### src/rtl/accel_seq_pkg.sv
// accel_seq_pkg: shared state encodings, register map and command bits for the accelerometer sequencer
package accel_seq_pkg;
    localparam logic [2:0] S_WHOAMI = 3'd0;
    localparam logic [2:0] S_INIT   = 3'd1;
    localparam logic [2:0] S_IDLE   = 3'd2;
    localparam logic [2:0] S_RD     = 3'd3;
    localparam logic [2:0] S_PUB    = 3'd4;
    localparam logic [2:0] S_GAP    = 3'd5;
    localparam logic [2:0] S_HALT   = 3'd6;
    localparam logic [1:0] T_IDLE = 2'd0;
    localparam logic [1:0] T_REQ  = 2'd1;
    localparam logic [1:0] T_WAIT = 2'd2;
    localparam logic [7:0] REG_WHO_AM_I = 8'h0F;
    localparam logic [7:0] REG_CTRL1    = 8'h20;
    localparam logic [7:0] REG_TEMP_CFG = 8'h1F;
    localparam logic [7:0] REG_CTRL4    = 8'h23;
    localparam logic [7:0] REG_OUT_X_L  = 8'h28;
    localparam logic [7:0] CMD_RD       = 8'h80;
    localparam logic [7:0] CMD_AUTO_INC = 8'h40;
    localparam logic [1:0] ERR_NONE    = 2'd0;
    localparam logic [1:0] ERR_WHOAMI  = 2'd1;
    localparam logic [1:0] ERR_TIMEOUT = 2'd2;
endpackage

### src/rtl/accel_seq_multi_txn.sv
// spi_txn_ctrl: one spi_request/spi_ready handshake with a timeout on each phase
module spi_txn_ctrl
    import accel_seq_pkg::*;
#(
    parameter int TIMEOUT = 4096
) (
    input  logic        clk_in,
    input  logic        nrst,
    input  logic        start,
    input  logic [31:0] frame,
    input  logic [4:0]  nbits,
    input  logic        spi_ready,
    input  logic [31:0] spi_miso_data,
    output logic [31:0] spi_mosi_data,
    output logic [4:0]  spi_nbits,
    output logic        spi_request,
    output logic        busy,
    output logic        done,
    output logic [31:0] rx,
    output logic        timeout
);
    localparam int CW = $clog2(TIMEOUT + 1);
    logic [1:0]    st;
    logic [CW-1:0] cnt;
    logic          expired;
    assign busy    = st != T_IDLE;
    assign expired = cnt == CW'(TIMEOUT - 1);
    always_ff @(posedge clk_in or negedge nrst) begin
        if (!nrst) begin
            st            <= T_IDLE;
            cnt           <= '0;
            spi_mosi_data <= '0;
            spi_nbits     <= '0;
            spi_request   <= 1'b0;
            done          <= 1'b0;
            rx            <= '0;
            timeout       <= 1'b0;
        end else begin
            done    <= 1'b0;
            timeout <= 1'b0;
            cnt     <= cnt + 1'b1;
            case (st)
                T_IDLE: begin
                    cnt <= '0;
                    if (start) begin
                        st            <= T_REQ;
                        spi_request   <= 1'b1;
                        spi_mosi_data <= frame;
                        spi_nbits     <= nbits;
                    end
                end
                T_REQ: begin
                    // ready already low here also counts as acceptance
                    if (!spi_ready) begin
                        st          <= T_WAIT;
                        spi_request <= 1'b0;
                        cnt         <= '0;
                    end else if (expired) begin
                        st          <= T_IDLE;
                        spi_request <= 1'b0;
                        timeout     <= 1'b1;
                    end
                end
                T_WAIT: begin
                    if (spi_ready) begin
                        st   <= T_IDLE;
                        rx   <= spi_miso_data;
                        done <= 1'b1;
                    end else if (expired) begin
                        st      <= T_IDLE;
                        timeout <= 1'b1;
                    end
                end
                default: st <= T_IDLE;
            endcase
        end
    end
endmodule

### src/rtl/accel_seq_multi.sv
// accel_seq_multi: WHO_AM_I check, register init and multi-axis sample polling over the SPI master
module accel_seq_multi
    import accel_seq_pkg::*;
#(
    parameter int         NUM_AXES    = 3,
    parameter logic [7:0] WHOAMI_VAL  = 8'h33,
    parameter int         MAX_RETRY   = 3,
    parameter logic [7:0] CTRL1_VAL   = 8'h77,
    parameter logic [7:0] TEMPCFG_VAL = 8'hC0,
    parameter logic [7:0] CTRL4_VAL   = 8'h88,
    parameter int         GAP_CYCLES  = 16,
    parameter int         TIMEOUT     = 4096
) (
    input  logic                    clk_in,
    input  logic                    nrst,
    input  logic                    enable,
    output logic [31:0]             spi_mosi_data,
    input  logic [31:0]             spi_miso_data,
    output logic [4:0]              spi_nbits,
    output logic                    spi_request,
    input  logic                    spi_ready,
    output logic [16*NUM_AXES-1:0]  sample_data,
    output logic                    sample_valid,
    output logic [15:0]             sample_count,
    output logic                    init_done,
    output logic                    err,
    output logic [1:0]              err_code
);
    logic [2:0]             state;
    logic [1:0]             init_idx;
    logic [1:0]             axis;
    logic [7:0]             retry_cnt;
    logic [15:0]            gap_cnt;
    logic [16*NUM_AXES-1:0] shadow;
    logic [31:0]            frame;
    logic [31:0]            rx;
    logic [4:0]             nbits;
    logic [15:0]            init_word;
    logic [7:0]             rd_addr;
    logic                   start;
    logic                   busy;
    logic                   done;
    logic                   timeout;
    logic                   unused_rx;
    assign unused_rx = ^rx[31:16];
    assign init_word = init_idx == 2'd0 ? {REG_CTRL1, CTRL1_VAL}
                     : init_idx == 2'd1 ? {REG_TEMP_CFG, TEMPCFG_VAL}
                     : {REG_CTRL4, CTRL4_VAL};
    assign rd_addr = REG_OUT_X_L + {5'd0, axis, 1'b0};
    assign frame = state == S_RD   ? {8'h00, CMD_RD | CMD_AUTO_INC | rd_addr, 16'h0000}
                 : state == S_INIT ? {16'h0000, init_word}
                 : {16'h0000, CMD_RD | REG_WHO_AM_I, 8'h00};
    assign nbits = state == S_RD ? 5'd23 : 5'd15;
    // a new frame starts the cycle after the previous one reports back
    assign start = (state == S_WHOAMI || state == S_INIT || state == S_RD) && !busy && !done && !timeout;
    spi_txn_ctrl #(.TIMEOUT(TIMEOUT)) u_txn (
        .clk_in        (clk_in),
        .nrst          (nrst),
        .start         (start),
        .frame         (frame),
        .nbits         (nbits),
        .spi_ready     (spi_ready),
        .spi_miso_data (spi_miso_data),
        .spi_mosi_data (spi_mosi_data),
        .spi_nbits     (spi_nbits),
        .spi_request   (spi_request),
        .busy          (busy),
        .done          (done),
        .rx            (rx),
        .timeout       (timeout)
    );
    always_ff @(posedge clk_in or negedge nrst) begin
        if (!nrst) begin
            state        <= S_WHOAMI;
            init_idx     <= '0;
            axis         <= '0;
            retry_cnt    <= '0;
            gap_cnt      <= '0;
            shadow       <= '0;
            sample_data  <= '0;
            sample_valid <= 1'b0;
            sample_count <= '0;
            init_done    <= 1'b0;
            err          <= 1'b0;
            err_code     <= ERR_NONE;
        end else begin
            sample_valid <= state == S_PUB;
            sample_count <= sample_count + 16'(state == S_PUB);
            if (timeout) begin
                state    <= S_HALT;
                err      <= 1'b1;
                err_code <= ERR_TIMEOUT;
            end else begin
                case (state)
                    S_WHOAMI: if (done) begin
                        if (rx[7:0] == WHOAMI_VAL) begin
                            state    <= S_INIT;
                            init_idx <= '0;
                        end else if (retry_cnt == 8'(MAX_RETRY - 1)) begin
                            state    <= S_HALT;
                            err      <= 1'b1;
                            err_code <= ERR_WHOAMI;
                        end else begin
                            retry_cnt <= retry_cnt + 1'b1;
                        end
                    end
                    S_INIT: if (done) begin
                        init_idx <= init_idx + 1'b1;
                        if (init_idx == 2'd2) begin
                            init_done <= 1'b1;
                            state     <= S_IDLE;
                        end
                    end
                    S_IDLE: if (enable) begin
                        state <= S_RD;
                        axis  <= '0;
                    end
                    S_RD: if (done) begin
                        // sensor returns L then H; store as H:L
                        for (int i = 0; i < NUM_AXES; i++)
                            if (axis == 2'(i)) shadow[16*i +: 16] <= {rx[7:0], rx[15:8]};
                        axis  <= axis + 1'b1;
                        state <= axis == 2'(NUM_AXES - 1) ? S_PUB : S_RD;
                    end
                    S_PUB: begin
                        sample_data <= shadow;
                        gap_cnt     <= '0;
                        state       <= GAP_CYCLES == 0 ? S_IDLE : S_GAP;
                    end
                    S_GAP: begin
                        gap_cnt <= gap_cnt + 1'b1;
                        if (gap_cnt == 16'(GAP_CYCLES - 1)) state <= S_IDLE;
                    end
                    default: ;
                endcase
            end
        end
    end
endmodule
### config.mk
export PLATFORM = sky130hd
export DESIGN_NAME = accel_seq_multi
export DESIGN_NICKNAME = d
export VERILOG_FILES = /design/src/rtl/accel_seq_pkg.sv /design/src/rtl/accel_seq_multi_txn.sv /design/src/rtl/accel_seq_multi.sv
export SDC_FILE = /design/constraint.sdc
export NUM_CORES = 1
export LEC_CHECK = 0
export ABC_AREA = 1
export CAP_MARGIN = 20
export CORE_UTILIZATION = 40
export DETAILED_ROUTE_END_ITERATION = 7
export DONT_BUFFER_PORTS = 1
export PLACE_DENSITY = 0.66
export SYNTH_ARGS = -nofsm -noshare
export SYNTH_HDL_FRONTEND = slang
export SYNTH_SLANG_ARGS = --single-unit
### constraint.sdc
create_clock -name clk_in -period 3.27 [get_ports clk_in]
set_input_delay 0.4905 -clock clk_in [delete_from_list [all_inputs] [get_ports clk_in]]
set_output_delay 0.4905 -clock clk_in [all_outputs]
set_load 0.005 [all_outputs]
# Yosys cells after proc, flatten, opt, wreduce, memory -nomap -nowiden
# Index checks and enable logic that the tools add are counted.
# classes
bitwise_logic,3
n_eq_ne,30
addsub,7
n_mux,51
n_reduce_logical,35
# ops
op,count
$pmux 16 s2,1
$mux 3,10
$mux 14,2
$mux 2,14
$pmux 13 s2,1
$mux 24,1
$reduce_and 4->1,6
$pmux 3 s6,1
$add 16x1->16,1
$add 16x1->16 const B,1
$eq 16x4->1 const B,1
$mux 16,1
$reduce_bool 2->1,8
$add 13x1->13 const B,1
$eq 13x12->1 const B,1
$mux 1,13
$mux 13,1
$ne 3x1->1 const B,4
$ne 2x1->1 const B,5
$reduce_and 5->1,2
$ne 3x2->1 const B,3
$add 8x1->8 const B,1
$eq 8x2->1 const B,1
$eq 8x6->1 const B,1
other kinds (23),45
# word_totals
reg_bits,219
word_cells,148

# Logic depth before layout (Yosys ltp)
# Gate-level depths: netlist of run 1.
# depth
word_depth,8
depth_mapped,11
ltp_nobuf,11

# Cells and area by module
# Synthesis of run 1 repeated with hierarchy kept, for this count alone.
# unflattened
cells_unflattened,1094
area_unflattened_um2,10181.0
# modules_own_cells
module,n_inst,cells_each,area_each_um2
accel_seq_multi,1,755,6520.0
spi_txn_ctrl,1,339,3661.0

# Worst setup path before layout of run 1
# No wires, ideal clock.
# synth_path
path_kind,register to register
startpoint,register state[2]
endpoint,register sample_count[13]
setup_slack_ps,1368
path_stages_with_launch,9
t_arrival_ps,1778
setup_time_ps,124
path_cell_list,dfrtp_1 inv_2 nor3_4 ha_1 nand3_1 nor3_1 nand4_1 o21ai_0 nand2_1
# synth_between
elab_chain_len,2
# synth_rtl
item,line_no,rtl
"start, declared",accel_seq_multi.sv:29,logic [2:0] state;
"start signal, assigned",accel_seq_multi.sv:123,state <= axis == 2'(NUM_AXES - 1) ? S_PUB : S_RD;
"start signal, assigned",accel_seq_multi.sv:128,state <= GAP_CYCLES == 0 ? S_IDLE : S_GAP;
$eq 3x3->1,accel_seq_multi.sv:88,sample_count <= sample_count + 16'(state == S_PUB);
$add 16x1->16,accel_seq_multi.sv:88,
"end signal, assigned",accel_seq_multi.sv:88,
"end, declared",accel_seq_multi.sv:24,"output logic [15:0] sample_count,"
# Every way passes these cells.
# A chain may end at the register's enable or synchronous reset.

# Final worst setup path of run 1
# Same ends and word-level chain as after synthesis.

==> flow_metrics.env, run 1 <==
export IMPL_status="finished with violations"
export IMPL_failed_checks="hold timing"
export IMPL_drc=0
export IMPL_critPathBufInv=2
export IMPL_cts_resized=0
export IMPL_vias_per_cell=4.84
export IMPL_register_area_um2=4900
export IMPL_crit_chain="inv_2, nor3_4, buf_4, ha_1, nand3_1, nor3_1, nand4_1, o21ai_0, nand2_1"
export IMPL_layout_drive_gt1_share_pct=6.28
export IMPL_core_area_um2=21000
export IMPL_cts_tree="yes"
export IMPL_synth_edf_count=0
export IMPL_ys_warn_count=0
export IMPL_ir_drop_mv=0.320
export IMPL_slowest_delay_ns=0.48
export IMPL_cp_startpoint="state[2]"
export IMPL_clk_latency_ns=0.43
export IMPL_rows=53
export IMPL_hpwlAfterDp_um=11300
export IMPL_grt_overflow_total=0
export IMPL_hold_viol=196
export IMPL_synth_cells=976
export IMPL_timing_fmax_mhz=450
export IMPL_fin_worst_skew_ns=0.0118
export IMPL_clk_pin_slew_worst_paths_ns=0.07
export IMPL_routed_wl_um=17500
export IMPL_critPathKind="reg -> reg"
export IMPL_critPathSlowestCell="dfrtp_1"
export IMPL_path_depth=9
export IMPL_htree_levels=4
export IMPL_holdCritPathClass="in -> async"
export IMPL_cp_top_family="simple AND/OR/NAND/NOR gates"
export IMPL_relSlewSlack_pct=37.2
export IMPL_antenna_found_initial=0
export IMPL_cts_buffer_depth=2
export IMPL_end_kind="flip-flop"
export IMPL_syn_mean_instance_area_um2=8.80
export IMPL_syn_to_final_growth_pct=8.15
export IMPL_start_util_pct=40.8
export IMPL_dr_pass1_iters=5
export IMPL_dr_first_iter_drc_count=521
export IMPL_die_w_um=148
export IMPL_tns_ns=0
export IMPL_setup_viol=0
export IMPL_io_pins=143
export IMPL_fin_crit_sh_pct=68.0
export IMPL_clock_sinks=196
export IMPL_grt_pass1_wl_um=29400
export IMPL_dp_cells=1214
export IMPL_grt_total_usage_pct=16.9
export IMPL_postRouteAntennaNets=0
export IMPL_rsz0062_at_grt="no"
export IMPL_fillCellCount=2037
export IMPL_final_max_slew_viol_count=0
export IMPL_globalplace_congestion=0.824
export IMPL_multi_input_area_um2=3060
export IMPL_reg2reg_slack_ns=1.05
export IMPL_antenna_cells=0
export IMPL_yosys_top_cells_count="nand2_1 (342), dfrtp_1 (196), o21ai_0 (95)"
export IMPL_post_synth_top_area_fraction_pct=57.1
export IMPL_synth_distinct_cells=38
export IMPL_worst_slew_pin_slew_ns=0.941
export IMPL_cp_arrival_ns=2.53
export IMPL_p_per_area_nw_per_um2=780
export IMPL_cts_root_buffer="clkbuf_16"
export IMPL_routedWlPerCell_um=14.0
export IMPL_die_y_um=148
export IMPL_rr_startpoint="state[2]"
export IMPL_static_leakage_power_nw=4.61
export IMPL_dieArea_um2=22100
export IMPL_yosys_top_cells_area="dfrtp_1 (57%), nand2_1 (15%), o21ai_0 (5.5%)"
export IMPL_grt_pass1_vias=5818
export IMPL_vias=6036
export IMPL_synth_area_leader_cell="dfrtp_1"
export IMPL_reg2reg_depth=9
export IMPL_synth_seq_cells=196
export IMPL_worst_path_max_fanout=9
export IMPL_hold_ws_ns=-0.241
export IMPL_synth_most_common_cell="nand2_1"
export IMPL_crit_path_start_kind="flip-flop"
export IMPL_cap_viol_max_count=0
export IMPL_cts_buffers=17
export IMPL_syn_cell_area_um2=8580
export IMPL_synthArstFlopShare_pct=100
export IMPL_numPortBuffers=0
export IMPL_fin_nets=1011
export IMPL_synth_ff_type="dfrtp_1"
export IMPL_grt_max_degree=197
export IMPL_crit_required_ns=3.58
export IMPL_fin_total_pwr_mw=7.24
export IMPL_stdcell_count=1246
export IMPL_post_cts_buffers=0
export IMPL_min_period_ns=2.22
export IMPL_ys_seq_area_share_pct=57.1
cells in the final DEF, fill, tap and decap left out, drive strengths merged, types with 11 or more instances in the layout:
master,instances
dfrtp,196
clkbuf,18
a21oi,22
nor3,18
xor2,12
conb,11
inv,95
nor2,66
ha,17
nand2,344
o21ai,101
nand3,38
metal layers:
| metal | routed length [um] | global-route usage, % | vias to the layer above |
|---|---|---|---|
| met1 | 8070 | 22.5 | 2898 |
| li1 | - | - | 3016 |
| met2 | 8380 | 26.8 | 108 |
| met3 | 859 | 4.45 | 14 |
| met5 | 0 | 0 | - |
| met4 | 145 | 4.95 | 0 |
cell type report:
type | instances | share of cell area [%]
clock buffer | 18 | 4.73
clock inverter | 14 | 1.99
inverter | 88 | 3.56
multi-input combinational | 652 | 32.9
sequential | 196 | 52.8
tap | 275 | 3.71
timing repair buffer | 3 | 0.243
flip-flops by register name, indices dropped and copies added (netlist names), 3 cells and up:
register             count
state                    3
u_txn.cnt               13
sample_count            16
retry_cnt                8
u_txn.rx                16
sample_data             48
shadow                  48
gap_cnt                 16
u_txn.spi_mosi_data     12
path summary, 6_finish.rpt:
path	endpoint
setup reg to reg	sample_count[13]
hold reg to reg	u_txn.cnt[0]
hold / removal	sample_data[35]
setup / recovery	sample_count[13]
min in group clk_in	u_txn.rx[13]
max in group asynchronous	shadow[17]
logic make-up (layout without fill, tap and decap cells):
kind of cell	count (synthesis)	in the layout	share of synthesized area (%)
AO/OA/AOI/OAI	130	130	7.89
XOR/XNOR	18	18	1.84
adder cells (fa/ha/maj)	17	17	2.48
buffers and inverters	138	123	7.68
flip-flops	196	196	57.1
other	1	11	0.0437
AND/OR/NAND/NOR	476	476	22.9
where the power goes:
group	total, mW	leakage, nW	internal [mW]	switching (mW)
registers	3.41	2.66	2.97	0.439
logic	1.63	1.65	0.512	1.12
clock network	2.20	0.306	1.19	1.01
per-stage QoR:
stage | worst slack [ns] | instance area (um2) | hold slack [ns] | utilization (%)
detailed placement | 1.05 | 8660 | 0.207 | 41.2
floorplan | 1.37 | 8620 | 0.195 | -
CTS | 1.04 | 9280 | -0.264 | 44.2
global placement | 1.11 | 8660 | 0.205 | 41.2
global route | 0.819 | 9280 | -0.267 | 44.2
finish | 1.05 | 9280 | -0.241 | 44.2
Note: power is estimated with default switching activity, not from simulation.
==> run 2: changes to the inputs <==
Clock period 3.27 ns to 2.2 ns, I/O delays scaled along.
==> run 2 against run 1 <==
  * The run still ends with hold timing left
  * Fmax rose by 15%
  * First-iteration DRC count fell by 38%
  * Sequential power rose by 48%
  * Register-to-register slack got worse by 0.78 ns
  * Worst setup slack got worse by 0.78 ns
  * Die area did not move
  * Sequential share of layout area fell by 0.50 points
  * Total power rose by 49%
  * Via count fell by 0.99%
  * Critical path type unchanged
  * Critical endpoint is now sample_count[12]
  * Largest power group unchanged
==> flow_metrics.env, run 2 (synthesis gave the netlist of run 1 again) <==
export IMPL_status="finished with violations"
export IMPL_dp_cells=1225
export IMPL_worst_slew_pin_slew_ns=0.594
export IMPL_dieArea_um2=22100
export IMPL_grt_total_usage_pct=16.7
export IMPL_final_max_slew_viol_count=0
export IMPL_dp_slack_ns=0.242
export IMPL_worst_slack_ns=0.271
export IMPL_clock_sinks=196
export IMPL_timing_fmax_mhz=518
export IMPL_setup_viol=0
export IMPL_static_leakage_power_nw=4.66
export IMPL_fin_crit_sh_pct=87.7
export IMPL_crit_path_start_kind="flip-flop"
export IMPL_rows=53
export IMPL_grt_overflow_total=0
export IMPL_vias_per_cell=4.75
export IMPL_htree_levels=4
export IMPL_cap_viol_max_count=0
export IMPL_hold_viol=196
export IMPL_final_common_cell="nand2_1"
export IMPL_antenna_cells=0
export IMPL_rsz0062_at_grt="no"
export IMPL_post_cts_buffers=0
export IMPL_crit_required_ns=2.52
export IMPL_numPortBuffers=0
export IMPL_die_w_um=148
export IMPL_fin_nets=1022
export IMPL_die_y_um=148
export IMPL_routed_wl_um=17600
export IMPL_end_kind="flip-flop"
export IMPL_critPathKind="reg -> reg"
export IMPL_cts_resized=0
export IMPL_start_util_pct=40.8
export IMPL_tns_ns=0
export IMPL_stdcell_count=1257
export IMPL_failed_checks="hold timing"
export IMPL_holdCritPathClass="in -> async"
export IMPL_io_pins=143
export IMPL_place_area_um2=8740
export IMPL_dr_pass1_iters=4
export IMPL_worst_path_max_fanout=6
export IMPL_cts_root_buffer="clkbuf_16"
export IMPL_hold_ws_ns=-0.400
export IMPL_cts_tree="yes"
export IMPL_hpwlAfterDp_um=11800
export IMPL_final_cell_mix="nand2_1 (342), dfrtp_1 (196), o21ai_0 (95), inv_1 (81), nor2_1 (61)"
export IMPL_fin_total_pwr_mw=10.8
export IMPL_utilization_pct=44.6
export IMPL_globalplace_congestion=0.819
export IMPL_antenna_found_initial=0
export IMPL_p_per_area_nw_per_um2=1150
export IMPL_largestRegisters="sample_data: 48 flops, shadow: 48 flops"
export IMPL_dr_first_iter_drc_count=325
export IMPL_layout_drive_gt1_share_pct=7.33
export IMPL_grt_pass1_vias=5866
export IMPL_clk_latency_ns=0.43
export IMPL_clk_pin_slew_worst_paths_ns=0.08
export IMPL_ir_drop_mv=0.484
export IMPL_fin_area_um2=9370
export IMPL_grt_max_degree=197
export IMPL_routedWlPerCell_um=14.0
export IMPL_relSlewSlack_pct=60.3
export IMPL_drc=0
export IMPL_postRouteAntennaNets=0
export IMPL_cts_buffer_depth=2
export IMPL_min_period_ns=1.93
export IMPL_cp_arrival_ns=2.25
export IMPL_vias=5976
export IMPL_fin_worst_skew_ns=0.0176
export IMPL_core_area_um2=21000
export IMPL_grt_pass1_wl_um=29200
export IMPL_syn_to_final_growth_pct=9.18
export IMPL_cts_buffers=17
==> run 2: cell types whose count changed in the layout (fill, tap and decap cells not counted) <==
cell,previous run,this run
clkbuf_8,1,0
inv_8,2,3
inv_6,5,4
bufinv_16,2,1
buf_4,3,14
clkinv_4,3,1
clkinv_8,2,6
==> run 2: power by group <==
group	switching, mW	internal [mW]
sequential	0.616	4.42
combinational	1.71	0.845
clock	1.56	1.66
total	3.89	6.92
==> run 2: metal layers <==
layer	vias to the layer above	global-route usage, %	part of all wire [%]
met5	-	0	0
met4	0	5.57	0.52
met3	5	3.90	4.1
met2	75	27.0	49
met1	2867	22.1	46
li1	3029	-	-
==> run 2: layout make-up <==
type,count,area (um2)
clock buffers,17,425
clock inverters,15,205
fillers,2028,11600
inverters,88,330
multi-input cells,652,3060
flip-flops and latches,196,4900
well taps,275,344
repair buffers,14,105
==> run 2: path summary, 6_finish.rpt <==
kind                               endpoint  cells after the start  slack [ns]        startpoint
min                         sample_data[35]                      0       -0.40              nrst
max reg2reg                sample_count[12]                      9        0.27          state[1]
max in group asynchronous      retry_cnt[3]                      0        2.16              nrst
min reg2reg                 sample_data[32]                      2        0.46        shadow[32]
max                        sample_count[12]                      9        0.27          state[1]
min in group clk_in             u_txn.rx[2]                      2        0.02  spi_miso_data[2]
==> run 2: worst max-delay path, cell delays in order, from the launching register on <==
cell and delay, ns:
dfrtp_1 0.47, nor3_4 0.23, ha_1 0.20, ha_1 0.18, nand3_1 0.12, nor2_1 0.14, nand3_1 0.13, nor2_1 0.15
nand2_1 0.08, xnor2_1 0.12
==> run 3: changes to the inputs <==
--- a/config.mk
+++ b/config.mk
@@ -12,5 +12,7 @@
 export DONT_BUFFER_PORTS = 1
 export PLACE_DENSITY = 0.66
+export SETUP_SLACK_MARGIN = 0.05
 export SYNTH_ARGS = -nofsm -noshare
 export SYNTH_HDL_FRONTEND = slang
 export SYNTH_SLANG_ARGS = --single-unit
+export TNS_END_PERCENT = 100
==> constraint.sdc (replaced) <==
create_clock -name clk_in -period 2.2 [get_ports clk_in]
set_input_delay 0.22 -clock clk_in [delete_from_list [all_inputs] [get_ports clk_in]]
set_output_delay 0.22 -clock clk_in [all_outputs]
set_load 0.005 [all_outputs]
==> run 3 against run 2 <==
  * The flow still finishes with violations (hold timing)
  * Clock power grew 2%
  * Cell area grew 1.8%
  * Combinational power grew 2%
  * Sequential power is essentially flat
  * Fmax shrank 1.8%
  * Sequential cell count is the same
  * First-iteration DRC count grew 17%
  * Sequential share of layout area shrank 0.93 points
  * Via count grew 1.7%
  * Total power grew 0.98%
  * Critical path type unchanged
  * Largest power group unchanged
==> flow_metrics.env, run 3 (synthesis gave the netlist of run 1 again) <==
export IMPL_min_period_ns=1.96
export IMPL_register_area_um2=4900
export IMPL_holdCritPathClass="in -> async"
export IMPL_fin_area_um2=9540
export IMPL_switching_share_pct=35.4
export IMPL_worst_path_max_fanout=6
export IMPL_cap_viol_max_count=0
export IMPL_worst_slack_ns=0.236
export IMPL_reg2reg_slack_ns=0.24
export IMPL_setup_viol=0
export IMPL_met3_length_um=762
export IMPL_failed_checks="hold timing"
export IMPL_io_pins=143
export IMPL_p_seq_share_pct=46.2
export IMPL_cp_arrival_ns=2.28
export IMPL_status="finished with violations"
export IMPL_crit_path_start_kind="flip-flop"
export IMPL_layout_drive_gt1_share_pct=7.11
export IMPL_clk_latency_ns=0.44
export IMPL_reg2reg_depth=9
export IMPL_dr_pass1_iters=4
export IMPL_relSlewSlack_pct=64.5
export IMPL_antenna_cells=0
export IMPL_p_per_area_nw_per_um2=1140
export IMPL_antenna_found_initial=0
export IMPL_cts_resized=0
export IMPL_dieArea_um2=22100
export IMPL_cts_buffers=17
export IMPL_pwr_share_clk_pct=30.0
export IMPL_htree_levels=4
export IMPL_top_layer="met4"
export IMPL_hpwlAfterDp_um=11700
export IMPL_stdcell_count=1273
export IMPL_grt_pass1_vias=5862
export IMPL_cts_root_buffer="clkbuf_16"
export IMPL_clk_pin_slew_worst_paths_ns=0.08
export IMPL_largestRegisters="sample_data: 48 flops, shadow: 48 flops"
export IMPL_die_y_um=148
export IMPL_dp_cells=1224
export IMPL_start_util_pct=40.8
export IMPL_rsz0062_at_grt="no"
export IMPL_multi_input_area_um2=3060
export IMPL_numPortBuffers=0
export IMPL_end_kind="flip-flop"
export IMPL_globalplace_congestion=0.816
export IMPL_worst_slew_pin_slew_ns=0.531
export IMPL_die_w_um=148
export IMPL_wl_met2_um=8320
export IMPL_hold_ws_ns=-0.514
export IMPL_wl_met1_um=8230
export IMPL_power_internal_mw=7.05
export IMPL_ir_drop_mv=0.551
export IMPL_syn_to_final_growth_pct=11.2
export IMPL_fin_worst_skew_ns=0.0151
export IMPL_static_leakage_power_nw=4.74
export IMPL_final_common_cell="nand2_1"
export IMPL_pwr_share_comb_pct=23.8
export IMPL_fin_nets=1038
export IMPL_crit_required_ns=2.52
export IMPL_routed_wl_um=17500
export IMPL_fillCellCount=2030
export IMPL_grt_overflow_total=0
export IMPL_critPathKind="reg -> reg"
export IMPL_clock_sinks=196
export IMPL_postRouteAntennaNets=0
export IMPL_place_area_um2=8750
export IMPL_timing_fmax_mhz=509
export IMPL_drc=0
export IMPL_fin_total_pwr_mw=10.9
export IMPL_core_area_um2=21000
export IMPL_cts_buffer_depth=2
export IMPL_cts_tree="yes"
export IMPL_dp_slack_ns=0.214
export IMPL_tns_ns=0
export IMPL_utilization_pct=45.4
export IMPL_final_max_slew_viol_count=0
export IMPL_hold_viol=196
export IMPL_fin_crit_sh_pct=89.3
export IMPL_grt_total_usage_pct=17.0
export IMPL_grt_max_degree=197
export IMPL_routedWlPerCell_um=13.8
export IMPL_grt_pass1_wl_um=29500
export IMPL_vias=6075
export IMPL_final_cell_mix="nand2_1 (342), dfrtp_1 (196), o21ai_0 (95), inv_1 (81), nor2_1 (61)"
export IMPL_postCtsHoldBufs=17
export IMPL_rows=53
export IMPL_dr_first_iter_drc_count=380
export IMPL_vias_per_cell=4.77
export IMPL_p_switching_mw=3.87
-- run 3: changes by cell type in the layout (fill, tap and decap cells not counted), sizes merged --
cell	delta
clkinv	-4
inv	+3
bufinv	+1
dlygate4sd3	+17
buf	-1
-- run 3: repair_timing --
action,4_1_cts,5_1_grt
hold endpoints to repair,213,196
setup endpoints to repair,0,0
setup buffers,0,0
-- run 3: worst max-delay path, cell delays in order (launching register included) --
cell and delay [ns]:
dfrtp_1 0.48, nor3_4 0.24, ha_1 0.19, ha_1 0.18, nand3_1 0.12, nor2_1 0.14, nand3_1 0.14, nor2_1 0.17
nand2_1 0.08, xnor2_1 0.12
-- run 3: power by group through the flow --
stage / Sequential, mW / Clock (mW) / Combinational [mW]
2_1_floorplan: 4.94 / 0 / 2.11
3_3_place_gp: 5.10 / 0 / 2.54
3_5_place_dp: 5.12 / 0 / 2.61
4_1_cts: 5.06 / 3.38 / 2.64
5_1_grt: 5.17 / 3.52 / 3.05
6_report: 5.04 / 3.28 / 2.60
-- run 3: worst paths after layout --
| path | end | startpoint |
|---|---|---|
| min reg2reg | u_txn.cnt[0] | u_txn.cnt[0] |
| max | sample_count[12] | state[1] |
| min in group clk_in | u_txn.timeout | spi_ready |
| max reg2reg | sample_count[12] | state[1] |
| max in group asynchronous | init_idx[1] | nrst |
| min | sample_data[36] | nrst |
-- run 3: cell type report --
cell class / count / share of cell area, %
clock buffer: 17 / 4.46
clock inverter: 15 / 2.10
inverter: 88 / 3.46
multi-input combinational: 652 / 32.0
sequential: 196 / 51.4
tap: 275 / 3.61
timing repair buffer: 30 / 2.94
-- run 3: per-layer routing --
layer	GRT usage, %	vias up
met5	0	-
met4	6.39	0
met3	4.33	17
met2	27.2	100
met1	22.3	2900
li1	-	3058
